[config.mk]
export PLATFORM = sky130hd
export DESIGN_NAME = i2c_reg_ctrl_flat
export DESIGN_NICKNAME = d
export VERILOG_FILES = /design/src/rtl/i2c_reg_ctrl_if.sv /design/src/rtl/i2c_reg_ctrl.sv /design/src/flat_wrapper.sv
export SDC_FILE = /design/constraint.sdc
export NUM_CORES = 1
export LEC_CHECK = 0
export ABC_CLOCK_PERIOD_IN_PS = 2400
export BUFFER_PORTS_ARGS = -buffer_cell sky130_fd_sc_hd__buf_4
export CAP_MARGIN = 20
export CORE_MARGIN = 2
export CORE_UTILIZATION = 53
export DETAILED_ROUTE_END_ITERATION = 12
export PLACE_DENSITY_LB_ADDON = 0.08
export SKIP_CTS_REPAIR_TIMING = 1
export SLEW_MARGIN = 20
export SYNTH_ARGS = -nofsm -noshare
export SYNTH_HDL_FRONTEND = slang
export SYNTH_SLANG_ARGS = --single-unit
[constraint.sdc]
create_clock -name clk -period 2.4 [get_ports clk]
set_clock_uncertainty 0.2 [all_clocks]
set_input_delay 0.6 -clock clk [delete_from_list [all_inputs] [get_ports clk]]
set_output_delay 0.6 -clock clk [all_outputs]
set_load 0.01 [all_outputs]
[src/rtl/i2c_reg_ctrl_if.sv]
// Strobe interface from the I2C slave plus the simple register bus.
// The master modport is the controller's view; slave is the environment's view.
interface i2c_reg_ctrl_if #(
  parameter int unsigned REG_ADDR_W = 4
);
  logic [7:0]            i2c_addr_rw;
  logic                  i2c_addr_rw_valid_stb;
  logic [7:0]            i2c_data_rx;
  logic                  i2c_data_rx_valid_stb;
  logic                  i2c_data_tx_loaded_stb;
  logic                  i2c_data_tx_done_stb;
  logic                  i2c_error_stb;
  logic                  stall;
  logic [7:0]            i2c_data_tx;
  logic                  reg_req;
  logic                  reg_we;
  logic [REG_ADDR_W-1:0] reg_addr;
  logic [7:0]            reg_wdata;
  logic [7:0]            reg_rdata;
  logic                  reg_ack;
  logic                  timeout_stb;

  modport master (
    input  i2c_addr_rw, i2c_addr_rw_valid_stb, i2c_data_rx, i2c_data_rx_valid_stb,
    input  i2c_data_tx_loaded_stb, i2c_data_tx_done_stb, i2c_error_stb,
    input  reg_rdata, reg_ack,
    output stall, i2c_data_tx, reg_req, reg_we, reg_addr, reg_wdata, timeout_stb
  );

  modport slave (
    output i2c_addr_rw, i2c_addr_rw_valid_stb, i2c_data_rx, i2c_data_rx_valid_stb,
    output i2c_data_tx_loaded_stb, i2c_data_tx_done_stb, i2c_error_stb,
    output reg_rdata, reg_ack,
    input  stall, i2c_data_tx, reg_req, reg_we, reg_addr, reg_wdata, timeout_stb
  );
endinterface

[src/rtl/i2c_reg_ctrl.sv]
// Transaction controller: turns the I2C slave byte stream into a register pointer,
// register writes and (prefetching) register reads, stretching the clock while a
// bus access is outstanding.
module i2c_reg_ctrl #(
  parameter logic [6:0]  I2C_ADDRESS = 7'h42,
  parameter int unsigned REG_ADDR_W  = 4,
  parameter int unsigned TIMEOUT     = 255
) (
  input logic            clk,
  input logic            rst_n,
  i2c_reg_ctrl_if.master bus
);

  typedef enum logic [2:0] {
    StIdle,
    StPtr,
    StWrData,
    StWrBus,
    StRdBus,
    StRdHold
  } state_e;

  // Counter value seen in the last cycle a request may stay up without an ack.
  localparam logic [15:0] TimeoutLast = 16'(TIMEOUT - 1);

  state_e                state_q, state_d;
  logic [REG_ADDR_W-1:0] ptr_q, ptr_d;
  logic [REG_ADDR_W-1:0] addr_q, addr_d;
  logic [7:0]            wdata_q, wdata_d;
  logic [7:0]            tx_q, tx_d;
  logic                  req_q, req_d;
  logic                  we_q, we_d;
  logic                  tmo_stb_q, tmo_stb_d;
  logic [15:0]           cnt_q, cnt_d;
  logic                  launch;
  logic                  ack_hit;
  logic                  timeout_hit;
  logic                  unused_loaded;

  assign unused_loaded = bus.i2c_data_tx_loaded_stb;

  // Ack beats a coinciding timeout.
  assign ack_hit     = req_q & bus.reg_ack;
  assign timeout_hit = req_q & ~bus.reg_ack & (cnt_q == TimeoutLast);

  // Next-state decode; error strobe first, then address strobe, then per-state events.
  always_comb begin
    state_d   = state_q;
    ptr_d     = ptr_q;
    addr_d    = addr_q;
    wdata_d   = wdata_q;
    tx_d      = tx_q;
    req_d     = req_q;
    we_d      = we_q;
    tmo_stb_d = 1'b0;
    launch    = 1'b0;

    if (bus.i2c_error_stb) begin
      req_d   = 1'b0;
      state_d = StIdle;
    end else if (bus.i2c_addr_rw_valid_stb) begin
      req_d = 1'b0;
      if (bus.i2c_addr_rw[7:1] != I2C_ADDRESS) begin
        state_d = StIdle;
      end else if (!bus.i2c_addr_rw[0]) begin
        state_d = StPtr;
      end else begin
        addr_d  = ptr_q;
        we_d    = 1'b0;
        req_d   = 1'b1;
        launch  = 1'b1;
        state_d = StRdBus;
      end
    end else begin
      unique case (state_q)
        StPtr: begin
          if (bus.i2c_data_rx_valid_stb) begin
            ptr_d   = bus.i2c_data_rx[REG_ADDR_W-1:0];
            state_d = StWrData;
          end
        end
        StWrData: begin
          if (bus.i2c_data_rx_valid_stb) begin
            addr_d  = ptr_q;
            wdata_d = bus.i2c_data_rx;
            we_d    = 1'b1;
            req_d   = 1'b1;
            launch  = 1'b1;
            state_d = StWrBus;
          end
        end
        StWrBus: begin
          // A timed-out write is dropped but still consumes its pointer slot.
          if (ack_hit || timeout_hit) begin
            req_d     = 1'b0;
            ptr_d     = ptr_q + REG_ADDR_W'(1);
            tmo_stb_d = timeout_hit;
            state_d   = StWrData;
          end
        end
        StRdBus: begin
          if (ack_hit) begin
            tx_d    = bus.reg_rdata;
            req_d   = 1'b0;
            state_d = StRdHold;
          end else if (timeout_hit) begin
            tx_d      = 8'hFF;
            req_d     = 1'b0;
            tmo_stb_d = 1'b1;
            state_d   = StRdHold;
          end
        end
        StRdHold: begin
          // Speculative prefetch of the next register once the byte has gone out.
          if (bus.i2c_data_tx_done_stb) begin
            ptr_d   = ptr_q + REG_ADDR_W'(1);
            addr_d  = ptr_q + REG_ADDR_W'(1);
            we_d    = 1'b0;
            req_d   = 1'b1;
            launch  = 1'b1;
            state_d = StRdBus;
          end
        end
        default: ;
      endcase
    end

    // Counts cycles the current request has been up; restarts on every new request.
    cnt_d = (req_d && !launch) ? cnt_q + 16'd1 : 16'd0;
  end

  // State and output registers.
  always_ff @(posedge clk or negedge rst_n) begin
    if (!rst_n) begin
      state_q   <= StIdle;
      ptr_q     <= '0;
      addr_q    <= '0;
      wdata_q   <= '0;
      tx_q      <= '0;
      req_q     <= 1'b0;
      we_q      <= 1'b0;
      tmo_stb_q <= 1'b0;
      cnt_q     <= '0;
    end else begin
      state_q   <= state_d;
      ptr_q     <= ptr_d;
      addr_q    <= addr_d;
      wdata_q   <= wdata_d;
      tx_q      <= tx_d;
      req_q     <= req_d;
      we_q      <= we_d;
      tmo_stb_q <= tmo_stb_d;
      cnt_q     <= cnt_d;
    end
  end

  // Stall tracks the request flop so it can never be up without reg_req.
  assign bus.stall       = req_q;
  assign bus.reg_req     = req_q;
  assign bus.reg_we      = we_q;
  assign bus.reg_addr    = addr_q;
  assign bus.reg_wdata   = wdata_q;
  assign bus.i2c_data_tx = tx_q;
  assign bus.timeout_stb = tmo_stb_q;

endmodule

[src/flat_wrapper.sv]
// flat-port wrapper written by rule: the top's interface ports become plain ports
module i2c_reg_ctrl_flat 
#(
  parameter logic [6:0]  I2C_ADDRESS = 7'h42,
  parameter int unsigned REG_ADDR_W  = 4,
  parameter int unsigned TIMEOUT     = 255
)
  (clk, rst_n, bus_i2c_addr_rw, bus_i2c_addr_rw_valid_stb, bus_i2c_data_rx, bus_i2c_data_rx_valid_stb, bus_i2c_data_tx_loaded_stb, bus_i2c_data_tx_done_stb, bus_i2c_error_stb, bus_reg_rdata, bus_reg_ack, bus_stall, bus_i2c_data_tx, bus_reg_req, bus_reg_we, bus_reg_addr, bus_reg_wdata, bus_timeout_stb);
  i2c_reg_ctrl_if #(.REG_ADDR_W(REG_ADDR_W)) bus_i ();
  input logic clk;
  input logic rst_n;
  input wire logic [$bits(bus_i.i2c_addr_rw)-1:0] bus_i2c_addr_rw;
  input wire logic [$bits(bus_i.i2c_addr_rw_valid_stb)-1:0] bus_i2c_addr_rw_valid_stb;
  input wire logic [$bits(bus_i.i2c_data_rx)-1:0] bus_i2c_data_rx;
  input wire logic [$bits(bus_i.i2c_data_rx_valid_stb)-1:0] bus_i2c_data_rx_valid_stb;
  input wire logic [$bits(bus_i.i2c_data_tx_loaded_stb)-1:0] bus_i2c_data_tx_loaded_stb;
  input wire logic [$bits(bus_i.i2c_data_tx_done_stb)-1:0] bus_i2c_data_tx_done_stb;
  input wire logic [$bits(bus_i.i2c_error_stb)-1:0] bus_i2c_error_stb;
  input wire logic [$bits(bus_i.reg_rdata)-1:0] bus_reg_rdata;
  input wire logic [$bits(bus_i.reg_ack)-1:0] bus_reg_ack;
  output wire logic [$bits(bus_i.stall)-1:0] bus_stall;
  output wire logic [$bits(bus_i.i2c_data_tx)-1:0] bus_i2c_data_tx;
  output wire logic [$bits(bus_i.reg_req)-1:0] bus_reg_req;
  output wire logic [$bits(bus_i.reg_we)-1:0] bus_reg_we;
  output wire logic [$bits(bus_i.reg_addr)-1:0] bus_reg_addr;
  output wire logic [$bits(bus_i.reg_wdata)-1:0] bus_reg_wdata;
  output wire logic [$bits(bus_i.timeout_stb)-1:0] bus_timeout_stb;
  assign bus_i.i2c_addr_rw = bus_i2c_addr_rw;
  assign bus_i.i2c_addr_rw_valid_stb = bus_i2c_addr_rw_valid_stb;
  assign bus_i.i2c_data_rx = bus_i2c_data_rx;
  assign bus_i.i2c_data_rx_valid_stb = bus_i2c_data_rx_valid_stb;
  assign bus_i.i2c_data_tx_loaded_stb = bus_i2c_data_tx_loaded_stb;
  assign bus_i.i2c_data_tx_done_stb = bus_i2c_data_tx_done_stb;
  assign bus_i.i2c_error_stb = bus_i2c_error_stb;
  assign bus_i.reg_rdata = bus_reg_rdata;
  assign bus_i.reg_ack = bus_reg_ack;
  assign bus_stall = bus_i.stall;
  assign bus_i2c_data_tx = bus_i.i2c_data_tx;
  assign bus_reg_req = bus_i.reg_req;
  assign bus_reg_we = bus_i.reg_we;
  assign bus_reg_addr = bus_i.reg_addr;
  assign bus_reg_wdata = bus_i.reg_wdata;
  assign bus_timeout_stb = bus_i.timeout_stb;
  i2c_reg_ctrl #(.I2C_ADDRESS(I2C_ADDRESS), .REG_ADDR_W(REG_ADDR_W), .TIMEOUT(TIMEOUT)) u_core (.clk(clk), .rst_n(rst_n), .bus(bus_i));
endmodule
# --- Word-level counts from Yosys, hierarchy flattened ---
# Cells that the tools add are included.
word_totals:
  in_bits: 32
  word_cells: 98
  register_bits: 46
  output_inout_bits: 24
classes:
  reduce_logical: 12
  n_bitwise: 6
  n_addsub: 2
  n_eq_ne: 19
  muxes: 50
ops:
  columns: ["cell", "n"]
  rows:
  - ["$mux 3", 10]
  - ["$mux 4", 7]
  - ["$mux 1", 23]
  - ["$reduce_and 6->1", 3]
  - ["$add 16x1->16 const B", 1]
  - ["$eq 16x8->1 const B", 1]
  - ["$mux 16", 1]
  - ["$mux 8", 2]
  - ["$pmux 3 s5", 1]
  - ["$ne 4x4->1 const B", 3]
  - ["$pmux 4 s3", 1]
  - ["$ne 2x2->1 const B", 4]
  - ["$pmux 4 s2", 1]
  - ["$reduce_and 4->1", 2]
  - ["$ne 7x7->1 const B", 1]
  - ["$reduce_bool 7->1", 1]
  - ["$eq 3x2->1 const B", 2]
  - ["$eq 3x3->1 const B", 2]
  - ["$ne 3x3->1 const B", 2]
  - ["$pmux 1 s2", 3]
  - ["$reduce_bool 3->1", 2]
  - ["$ne 5x3->1 const B", 1]
  - ["$add 4x1->4 const B", 1]
  - ["$ne 4x3->1 const B", 1]
  - ["9 further kinds", 13]

# --- Logic depth before layout (Yosys ltp) ---
# Gate-level depths: netlist of run 1.
logic_depth:
  ltp_word: 10
  mapped_depth: 7
  mapped_depth_nobuf: 6

# --- Least setup slack after synthesis of run 1 ---
# Ideal clock, no wire load.
synth_path:
  kind: "input to register"
  startpoint: "in bus_i2c_addr_rw[3]"
  endpoint: "reg u_core.addr_q[1] (netlist: u_core.bus.reg_addr[1])"
  path_stages: 6
  n_path_buf: 1
  setup_ns: 0.125
  path_slack_ns: 0.164
  t_arrival_ns: 1.911
  path_cell_list: "nor4b_2 -> nand3_1 -> a21oi_1 -> and2_1 -> buf_2 -> mux2_2"
synth_between:
  elab_chain_len: 3
synth_rtl:
  columns: ["item", "line", "source"]
  rows:
  - ["from (decl)", "flat_wrapper.sv:12", "input wire logic [$bits(bus_i.i2c_addr_rw)-1:0] bus_i2c_addr_rw;"]
  - ["$ne 7x7->1", "i2c_reg_ctrl.sv:63", "if (bus.i2c_addr_rw[7:1] != I2C_ADDRESS) begin"]
  - ["$ne 2x2->1 (no source line)", null, null]
  - ["$reduce_and 6->1 (no source line)", null, null]
  - ["to (signal assigned)", "i2c_reg_ctrl.sv:147", "addr_q <= addr_d;"]
  - ["to (decl)", "i2c_reg_ctrl.sv:28", "logic [REG_ADDR_W-1:0] addr_q, addr_d;"]
# No other way between the ends.
# A chain may end at the register's enable or synchronous reset.

# --- Final worst setup path of run 1 ---
layout_path:
  startpoint: "reg u_core.state_q[0]"
  endpoint: "reg u_core.addr_q[2] (netlist: u_core.bus.reg_addr[2])"
layout_between:
  elab_chain_len: 3
  word_cells_on_any_way: 8
  cone_classes: "eq/ne (4); mux (2); reduce/logical (2)"
layout_rtl:
  columns: ["item", "line", "source"]
  rows:
  - ["from (decl)", "i2c_reg_ctrl.sv:26", "state_e state_q, state_d;"]
  - ["from (signal assigned)", "i2c_reg_ctrl.sv:135", "state_q <= StIdle;"]
  - ["from (signal assigned)", "i2c_reg_ctrl.sv:145", "state_q <= state_d;"]
  - ["$eq 3x3->1 or $eq 3x2->1 (tied branches)", "i2c_reg_ctrl.sv:75", "unique case (state_q)"]
  - ["$ne 3x3->1 (no source line), or another cell as far along", null, null]
  - ["$reduce_and 6->1 (no source line) or $mux 4 (tied branches)", null, null]
# Several ways; a longest one is shown, not always the timed one.

==> impl_metrics.py, run 1 <==
metrics = {
    "floorplanning": {
        "rows": 24,
        "die_h_um": 71.1,
        "coreArea_um2": 4350,
        "die_x_um": 71.1,
        "ios": 56,
        "dieArea_um2": 5060,
        "initial_core_util_pct": 54.9,
    },
    "timing": {
        "slew_viol_final": 0,
        "maxSlewHeadroom_pct": 58.9,
        "hold_viol_final": 0,
        "setup_viol": 0,
        "rsz0062_at_grt": "no",
        "worst_pin_slew_ns": 0.608,
        "final.setup.tns_ns": 0,
        "max_freq_mhz": 476,
        "setup_slack_ns": 0.298,
        "period_minus_slack_ns": 2.10,
        "fin_crit_sh_pct": 87.6,
    },
    "yosys": {
        "synth_edf_count": 0,
        "synth-async-reset-ratio_pct": 100,
        "synth_top_area_cell": "dfrtp_1",
        "synthCells": 233,
        "seq_area_frac_synth_pct": 48.2,
        "synth_nets": 268,
        "netlist_top_cells_area": "dfrtp_1 (48%), nor2_1 (6.4%), mux2_2 (5.2%), mux2i_1 (3.8%), xnor2_1 (3.3%)",
        "yosys_warnings": 0,
        "ys_seq_elements": 46,
        "synth_flop_cell": "dfrtp_1",
        "syn_area_per_cell_um2": 10.3,
        "netlist_area_um2": 2390,
        "synth.top_cell.area_share_pct": 48.2,
        "synth.distinct_cells": 50,
    },
    "power_and_ir_drop": {
        "p_int_uw": 1140,
        "combPwrFrac_pct": 12.6,
        "leakagePower_uw": 0.00143,
        "peakVddDrop_mv": 0.353,
        "power_frac_clock_pct": 31.7,
        "power_frac_seq_pct": 55.6,
        "switching_share_pct": 24.0,
        "switchingPower_uw": 362,
        "power_density_nw_per_um2": 508,
    },
    "critical_path": {
        "start_kind": "flop",
        "cp_slowest_cell": "dfrtp_1",
        "crit_family": "simple AND/OR/NAND/NOR gates",
        "crit_path_end_kind": "flop",
        "path_cells": "nor4bb_1, a311o_1, and2_1, mux2_1",
        "crit_path_start": "u_core.state_q[0]",
        "path_buf_inv": 0,
        "worst-setup-path-type": "reg2reg",
        "critPathMaxStageDelay_ns": 0.51,
        "cp_data_required_time_ns": 2.38,
        "crit-reg2reg-launch": "u_core.state_q[0]",
        "arrival_ns": 2.08,
        "critPathMaxFanout": 12,
    },
    "job": {
        "maxCapViolations": 0,
    },
    "hold_path": {
        "hold_path.class": "in2async",
    },
    "finish": {
        "final_cell_mix": "buf_4 (59), dfrtp_1 (46), nor2_1 (41)",
        "multi_input_area_um2": 1140,
        "nNetsFinal": 327,
        "syn_to_final_growth_pct": 23.9,
        "final_common_cell": "buf_4",
        "drive_gt1_share_pct": 29.7,
        "regArea_um2": 1150,
        "n_antenna_cell": 0,
        "n_fill_cell": 370,
    },
    "global_routing": {
        "grt_pass1_vias": 1823,
        "grt_pass1_wl_um": 8180,
        "grt_start_max_net_pins": 47,
        "overflow": 0,
        "track_usage_pct": 20.1,
        "antenna_found_initial": 0,
    },
    "cts": {
        "clockBufferDepth": 2,
        "clkTransAtPathRegs_ns": 0.09,
        "tritoncts": "built",
        "h-tree-depth": 2,
        "clock_sinks": 46,
        "clock_latency_ns": 0.29,
        "cts_root_buf": "clkbuf_8",
        "cts_buffers": 5,
    },
    "routing": {
        "route.detailed.drc": 0,
        "wl_per_cell_um": 13.4,
        "vias": 1875,
        "routed_wl_um": 4610,
        "drtIter0Drc": 89,
        "vias_per_cell": 5.43,
        "drtPass1Iterations": 4,
        "ant_nets": 0,
    },
    "placed_design": {
        "dpl.hpwl_um": 3390,
        "port_buffers": 54,
        "gp_congestion": 0.838,
        "dp_slack_ns": 0.0894,
    },
    "run_status": {
        "status": "finished clean",
    },
}
[logic make-up after synthesis]
logic type | after synthesis | share of synthesized area (%)
fa+ha+maj | 3 | 1.57
xor+xnor | 18 | 6.60
compound gates | 29 | 9.27
flops | 46 | 48.2
mux | 22 | 9.90
buf+inv | 21 | 4.03
simple gates | 94 | 20.4
[through the flow]
step,cell area [µm²],cells,total power [µW],hold slack (ns),util (%)
4_1_cts,2960,345,1530,0.113,68.0
3_3_place_gp,2870,337,1040,0.270,65.9
6_report,2960,345,1510,0.0827,68.0
2_1_floorplan,2390,233,937,0.104,-
3_5_place_dp,2870,337,1050,0.277,65.9
5_1_grt,2960,345,1570,0.138,68.0
[worst paths after layout]
kind	depth (start not counted)	slack (ns)	endpoint
max reg2reg	4	0.30	u_core.bus.reg_addr[2]
max in group asynchronous	1	1.52	u_core.cnt_q[5]
min reg2reg	1	0.29	u_core.bus.reg_addr[0]
min in group clk	1	0.29	u_core.bus.reg_addr[0]
max	4	0.30	u_core.bus.reg_addr[2]
min	1	0.08	u_core.bus.reg_we
[area by class of cell]
class | count | share of cell area [%]
inverters | 13 | 1.65
clock inverters | 1 | 0.169
multi-input cells | 166 | 38.5
well taps | 52 | 2.20
repair buffers | 60 | 15.6
clock buffers | 7 | 2.92
flip-flops and latches | 46 | 38.9
[power groups by stage]
stage	logic, µW	clock network (µW)	registers, µW
detailed placement	193	0	853
floorplan	84.6	0	852
finish	190	478	838
global placement	189	0	851
CTS	194	496	837
global route	211	514	843
[synth_stat cells (all sizes together), types with 2 or more instances]
cell type	n
o31ai	4
and4	2
nand3	12
o21ai	8
a21oi	4
nand4	6
nor2	41
and2	3
mux2	13
nor3b	3
nor3	5
buf	7
or4	2
xnor2	9
nor2b	2
mux2i	9
xor2	9
dfrtp	46
nand2	9
ha	3
inv	13
o311ai	2
nor4	2
nor4b	2
[state kept, by name, summed over array words and instances, names as in the netlist]
| name | cells |
|---|---|
| u_core.cnt_q | 16 |
| u_core.bus.i2c_data_tx | 8 |
| u_core.bus.reg_wdata | 8 |
| u_core.bus.reg_addr | 4 |
| u_core.ptr_q | 4 |
| u_core.state_q | 3 |
| u_core.bus.reg_req | 1 |
| u_core.bus.reg_we | 1 |
| u_core.bus.timeout_stb | 1 |
[layer usage]
| metal | GRT usage, % | vias to the layer above | wire length (µm) |
|---|---|---|---|
| li1 | - | 934 | - |
| met1 | 26.9 | 883 | 2080 |
| met2 | 33.3 | 50 | 2220 |
| met3 | 3.13 | 8 | 245 |
| met4 | 7.55 | 0 | 71 |
| met5 | 0 | - | 0 |
[worst reg2reg max path, delay by kind of cell (launching register included)]
family,cells,cell delay [ns]
mux,1,0.36
simple gates,2,0.69
flops,1,0.51
compound gates,1,0.25
No activity file was read; power rests on OpenSTA's default activity.
==> inputs of run 2 (changes only) <==
--- a/config.mk
+++ b/config.mk
@@ -5,11 +5,12 @@
 export SDC_FILE = /design/constraint.sdc
 export NUM_CORES = 1
 export LEC_CHECK = 0
+export ABC_AREA = 1
 export ABC_CLOCK_PERIOD_IN_PS = 2400
 export BUFFER_PORTS_ARGS = -buffer_cell sky130_fd_sc_hd__buf_4
 export CAP_MARGIN = 20
 export CORE_MARGIN = 2
-export CORE_UTILIZATION = 53
+export CORE_UTILIZATION = 40
 export DETAILED_ROUTE_END_ITERATION = 12
 export PLACE_DENSITY_LB_ADDON = 0.08
 export SKIP_CTS_REPAIR_TIMING = 1
==> run 2 against run 1 <==
  * Flip-flop and latch count unchanged
  * Largest power group unchanged
  * Highest routed layer unchanged
  * Largest cell class unchanged
  * Fmax up 8.9%
  * Cell count up 20%
  * Critical endpoint is now u_core.cnt_q[2]
==> impl_metrics.py, run 2 <==
metrics = {
    "run_status": {
        "status": "finished clean",
    },
    "critical_path": {
        "reg2reg_slack_ns": 0.47,
        "start_kind": "flop",
        "arrival_ns": 1.95,
        "critPathMaxStageDelay_ns": 0.44,
        "r2r_end": "u_core.cnt_q[2]",
        "path_buf_inv": 1,
        "critPathMaxFanout": 16,
        "cp_slowest_cell": "dfrtp_1",
        "worst-setup-path-type": "reg2reg",
        "ff2ff_path_depth": 9,
        "crit-reg2reg-launch": "u_core.state_q[0]",
        "worst-path-stages": 9,
        "crit_path_end_kind": "flop",
        "crit_family": "simple AND/OR/NAND/NOR gates",
        "path_cells": "inv_1, nand3_1, nand3_1, nand2_1, nand3_1, nand2_1, nand2_1, nand3_2, nor2_1",
        "cp_data_required_time_ns": 2.42,
    },
    "placed_design": {
        "gp_congestion": 0.826,
        "dpl.hpwl_um": 3580,
        "dp_slack_ns": 0.300,
        "place_area_um2": 2820,
        "placedCellCount": 407,
        "port_buffers": 54,
    },
    "cts": {
        "h-tree-depth": 2,
        "cts_buffers": 5,
        "clock_latency_ns": 0.30,
        "clockBufferDepth": 2,
        "tritoncts": "built",
        "cts_root_buf": "clkbuf_8",
        "clock_sinks": 46,
        "clkTransAtPathRegs_ns": 0.09,
    },
    "yosys": {
        "synth.distinct_cells": 26,
        "synth_top_area_cell": "dfrtp_1",
        "synth_most_common_cell": "nand2_1",
        "syn_area_per_cell_um2": 8.28,
        "synth_edf_count": 0,
        "synth.top_cell.area_share_pct": 49.1,
        "seq_area_frac_synth_pct": 49.1,
        "netlist_area_um2": 2340,
        "synth_flop_cell": "dfrtp_1",
        "netlist_top_cells_area": "dfrtp_1 (49%), nand2_1 (10%), nor2_1 (9.0%), o21ai_0 (4.9%), inv_1 (3.8%)",
        "ys_top_cells_by_count": "nand2_1 (65), nor2_1 (56), dfrtp_1 (46), inv_1 (24), o21ai_0 (23)",
        "ys_seq_elements": 46,
        "yosys_warnings": 0,
        "synth-async-reset-ratio_pct": 100,
        "synth_nets": 318,
        "synthCells": 283,
    },
    "floorplanning": {
        "coreArea_um2": 5570,
        "die_x_um": 80.5,
        "initial_core_util_pct": 42.0,
        "ios": 56,
        "rows": 27,
        "dieArea_um2": 6490,
        "die_h_um": 80.5,
    },
    "timing": {
        "final.setup.tns_ns": 0,
        "period_minus_slack_ns": 1.93,
        "maxSlewHeadroom_pct": 61.6,
        "setup_slack_ns": 0.471,
        "slew_viol_final": 0,
        "rsz0062_at_grt": "no",
        "setup_viol": 0,
        "hold_viol_final": 0,
        "fin_crit_sh_pct": 80.4,
        "worst_pin_slew_ns": 0.576,
        "max_freq_mhz": 518,
    },
    "power_and_ir_drop": {
        "peakVddDrop_mv": 0.479,
        "leakagePower_uw": 0.00145,
        "power_density_nw_per_um2": 712,
    },
    "finish": {
        "final_cell_mix": "nand2_1 (65), buf_4 (57), nor2_1 (56)",
        "drive_gt1_share_pct": 21.3,
        "final_common_cell": "nand2_1",
        "largest_register": "u_core.cnt_q",
        "n_antenna_cell": 0,
        "fin_cells": 414,
        "postLayoutCellArea_um2": 2930,
        "largest_reg_flops": 16,
        "syn_to_final_growth_pct": 25.1,
        "nNetsFinal": 377,
    },
    "routing": {
        "vias_per_cell": 4.75,
        "ant_nets": 0,
        "routed_wl_um": 4740,
        "drtPass1Iterations": 4,
        "vias": 1965,
        "drtIter0Drc": 59,
        "route.detailed.drc": 0,
        "wl_per_cell_um": 11.5,
    },
    "global_routing": {
        "grt_pass1_vias": 1884,
        "overflow": 0,
        "grt_start_max_net_pins": 47,
        "antenna_found_initial": 0,
        "track_usage_pct": 16.6,
        "grt_pass1_wl_um": 8450,
    },
    "job": {
        "maxCapViolations": 0,
    },
    "hold_path": {
        "hold_path.class": "in2async",
    },
}
-- run 2: cell types whose count changed in the layout (fill, tap and decap cells not counted), sizes merged, moves of 6 or more --
cell   before  now
mux2i       9    3
nor2       41   57
nand2       9   66
o21ai       8   23
inv        13   24
mux2       13    6
-- run 2: metrics by stage --
step                utilization [%]  hold WS, ns  power, µW
finish                         52.6       0.0904       2090
global route                   52.6        0.139       2230
CTS                            52.6        0.124       2120
detailed placement             50.6        0.250       1520
global placement               50.6        0.249       1510
floorplan                         -        0.104       1260
-- run 2: cell type report --
class	instances	area, µm²
well taps	72	90.1
multi-input cells	208	1060
repair buffers	57	428
fillers	552	2640
clock inverters	1	30.0
inverters	24	90.1
flip-flops and latches	46	1150
clock buffers	6	82.6
-- run 2: how the worst max path moves through the flow --
stage | to | slack [ns] | from
floorplan | u_core.cnt_q[6] | 0.55 | bus_i2c_error_stb
detailed placement | u_core.cnt_q[2] | 0.30 | bus_i2c_addr_rw[2]
global route | u_core.cnt_q[2] | 0.19 | u_core.state_q[0]
global placement | u_core.cnt_q[0] | 0.32 | bus_i2c_addr_rw[2]
CTS | u_core.cnt_q[2] | 0.45 | u_core.state_q[0]
finish | u_core.cnt_q[2] | 0.47 | u_core.state_q[0]
-- run 2: kinds of logic after synthesis --
group	after synthesis	share of synthesized area (%)
mux	9	4.16
flops	46	49.1
xor+xnor	17	6.35
fa+ha+maj	3	1.60
simple gates	146	25.4
buf+inv	29	5.66
compound gates	33	7.74
-- run 2: where the power goes --
part	internal, µW	total (µW)	switching (µW)
Combinational	264	500	236
Clock	333	588	255
Sequential	905	999	94.3
-- run 2: metal layers --
metal / routed length (µm) / GRT usage [%] / part of all wire [%] / up-vias
met5: 0 / 0 / 0 / -
met4: 58 / 5.08 / 1.2 / 0
met3: 211 / 3.93 / 4.5 / 7
met2: 2270 / 27.3 / 48 / 39
met1: 2200 / 21.5 / 46 / 893
li1: - / - / - / 1026
==> inputs of run 3 (changes only) <==
--- a/config.mk
+++ b/config.mk
@@ -6,7 +6,7 @@
 export NUM_CORES = 1
 export LEC_CHECK = 0
 export ABC_AREA = 1
-export ABC_CLOCK_PERIOD_IN_PS = 2400
+export ABC_CLOCK_PERIOD_IN_PS = 1700
 export BUFFER_PORTS_ARGS = -buffer_cell sky130_fd_sc_hd__buf_4
 export CAP_MARGIN = 20
 export CORE_MARGIN = 2
==> constraint.sdc (replaced) <==
create_clock -name clk -period 1.7 [get_ports clk]
set_clock_uncertainty 0.2 [all_clocks]
set_input_delay 0.425 -clock clk [delete_from_list [all_inputs] [get_ports clk]]
set_output_delay 0.425 -clock clk [all_outputs]
set_load 0.01 [all_outputs]
==> run 3 against run 2 <==
  * The run now ends with negative setup slack left
  * Sequential power increased by 41%
  * Utilization is 12 points higher
  * Cell count increased by 14%
  * Combinational power is 71% higher
  * First-iteration DRC count up 34%
  * Fmax up 8.1%
  * Power grew 47%
  * Sequential share of layout area is 7.5 points lower
  * Non-clock buffer count increased by 55
  * Clock-buffer cell count down 1
  * Wire length is 23% higher
  * Clock power rose by 36%
  * Critical endpoint unchanged
  * Largest power group unchanged
==> impl_metrics.py, run 3 (same netlist as run 2, synthesis figures left out) <==
metrics = {
    "timing": {
        "final.setup.tns_ns": -1.24,
        "fin_crit_sh_pct": 105,
        "worst_pin_slew_ns": 0.387,
        "hold_viol_final": 0,
        "period_minus_slack_ns": 1.79,
        "slew_viol_final": 0,
        "setup_slack_ns": -0.0852,
        "maxSlewHeadroom_pct": 74.1,
        "max_freq_mhz": 560,
        "setup_viol": 25,
        "rsz0062_at_grt": "yes",
    },
    "floorplanning": {
        "rows": 27,
        "die_h_um": 80.5,
        "ios": 56,
        "initial_core_util_pct": 42.0,
        "dieArea_um2": 6490,
        "die_x_um": 80.5,
        "coreArea_um2": 5570,
    },
    "cts": {
        "tritoncts": "built",
        "cts_root_buf": "clkbuf_8",
        "clkTransAtPathRegs_ns": 0.08,
        "cts_buffers": 5,
        "h-tree-depth": 2,
        "clock_latency_ns": 0.30,
        "clockBufferDepth": 2,
        "clock_sinks": 46,
    },
    "critical_path": {
        "worst-setup-path-type": "reg2reg",
        "cp_slowest_cell": "dfrtp_2",
        "path_cells": "buf_4, nand3_2, buf_6, o211ai_1, nand2_2, nand3_4, clkbuf_16, nor2_1",
        "arrival_ns": 1.78,
        "start_kind": "flop",
        "critPathMaxFanout": 8,
        "cp_data_required_time_ns": 1.69,
        "critPathMaxStageDelay_ns": 0.40,
        "crit_path_end_kind": "flop",
    },
    "power_and_ir_drop": {
        "power_density_nw_per_um2": 845,
        "peakVddDrop_mv": 0.806,
        "leakagePower_uw": 0.00177,
    },
    "global_routing": {
        "grt_pass1_vias": 2039,
        "grt_start_max_net_pins": 27,
        "grt_pass1_wl_um": 8760,
        "antenna_found_initial": 0,
        "overflow": 0,
        "track_usage_pct": 17.3,
    },
    "routing": {
        "routed_wl_um": 5860,
        "drtPass1Iterations": 4,
        "wl_per_cell_um": 12.4,
        "vias_per_cell": 4.70,
        "vias": 2215,
        "route.detailed.drc": 0,
        "ant_nets": 0,
        "drtIter0Drc": 79,
    },
    "finish": {
        "largest_register": "u_core.cnt_q",
        "final_common_cell": "buf_4",
        "fin_cells": 471,
        "n_fill_cell": 498,
        "n_antenna_cell": 0,
        "syn_to_final_growth_pct": 54.7,
        "drive_gt1_share_pct": 45.9,
        "largest_reg_flops": 16,
        "final_cell_mix": "buf_4 (105), nand2_1 (51), dfrtp_1 (44)",
        "nNetsFinal": 433,
        "postLayoutCellArea_um2": 3630,
    },
    "run_status": {
        "status": "finished with violations",
        "violations": "negative setup slack",
    },
    "placed_design": {
        "dpl.hpwl_um": 4170,
        "port_buffers": 54,
        "place_area_um2": 3200,
        "gp_congestion": 0.819,
        "dp_slack_ns": -0.152,
        "placedCellCount": 454,
    },
    "hold_path": {
        "hold_path.class": "in2reg",
    },
    "job": {
        "maxCapViolations": 0,
    },
}
[run 3: worst paths after layout]
check / from / endpoint / slack (ns) / cells after the start
setup / recovery: u_core.state_q[1] / u_core.cnt_q[2] / -0.09 / 8
hold / removal: bus_i2c_data_rx[5] / u_core.bus.reg_wdata[5] / 0.16 / 2
setup reg to reg: u_core.state_q[1] / u_core.cnt_q[2] / -0.09 / 8
hold reg to reg: u_core.bus.reg_addr[3] / u_core.bus.reg_addr[3] / 0.30 / 2
max in group asynchronous: rst_n / u_core.state_q[2] / 0.51 / 3
min in group asynchronous: rst_n / u_core.cnt_q[11] / 0.35 / 2
[run 3: area by class of cell]
class	count	area [µm²]	area share, %
timing repair buffer	112	897	24.7
clock buffer	5	68.8	1.90
tap	72	90.1	2.48
multi-input combinational	209	1290	35.5
sequential	46	1150	31.8
inverter	24	90.1	2.48
clock inverter	3	40.0	1.10
[run 3: critical path, delay by kind of cell, from the launching register on]
kind,cells,cell delay [ns]
compound gates,1,0.19
buf+inv,3,0.46
simple gates,4,0.43
flops,1,0.40
[run 3: through the flow]
stage	utilization (%)	hold WS [ns]	power, µW
2_1_floorplan	-	-0.0706	1780
3_3_place_gp	57.4	0.133	2190
3_5_place_dp	57.4	0.134	2210
4_1_cts	59.3	-0.191	3020
5_1_grt	65.1	0.147	3250
6_report	65.1	0.159	3060
[run 3: power breakdown]
group | internal [µW] | leakage, µW | switching (µW) | total [µW]
combinational | 459 | 0.00110 | 396 | 855
clock | 433 | 0.0000579 | 365 | 797
sequential | 1280 | 0.000613 | 133 | 1410
total | 2170 | 0.00177 | 894 | 3060
[run 3: per-layer routing]
layer	GRT usage, %	wire (µm)	share of wire [%]	vias to the layer above
li1	-	-	-	1134
met1	19.9	2440	42	1041
met2	32.2	3160	54	35
met3	3.71	206	3.5	5
met4	4.58	48	0.82	0
met5	0	0	0	-
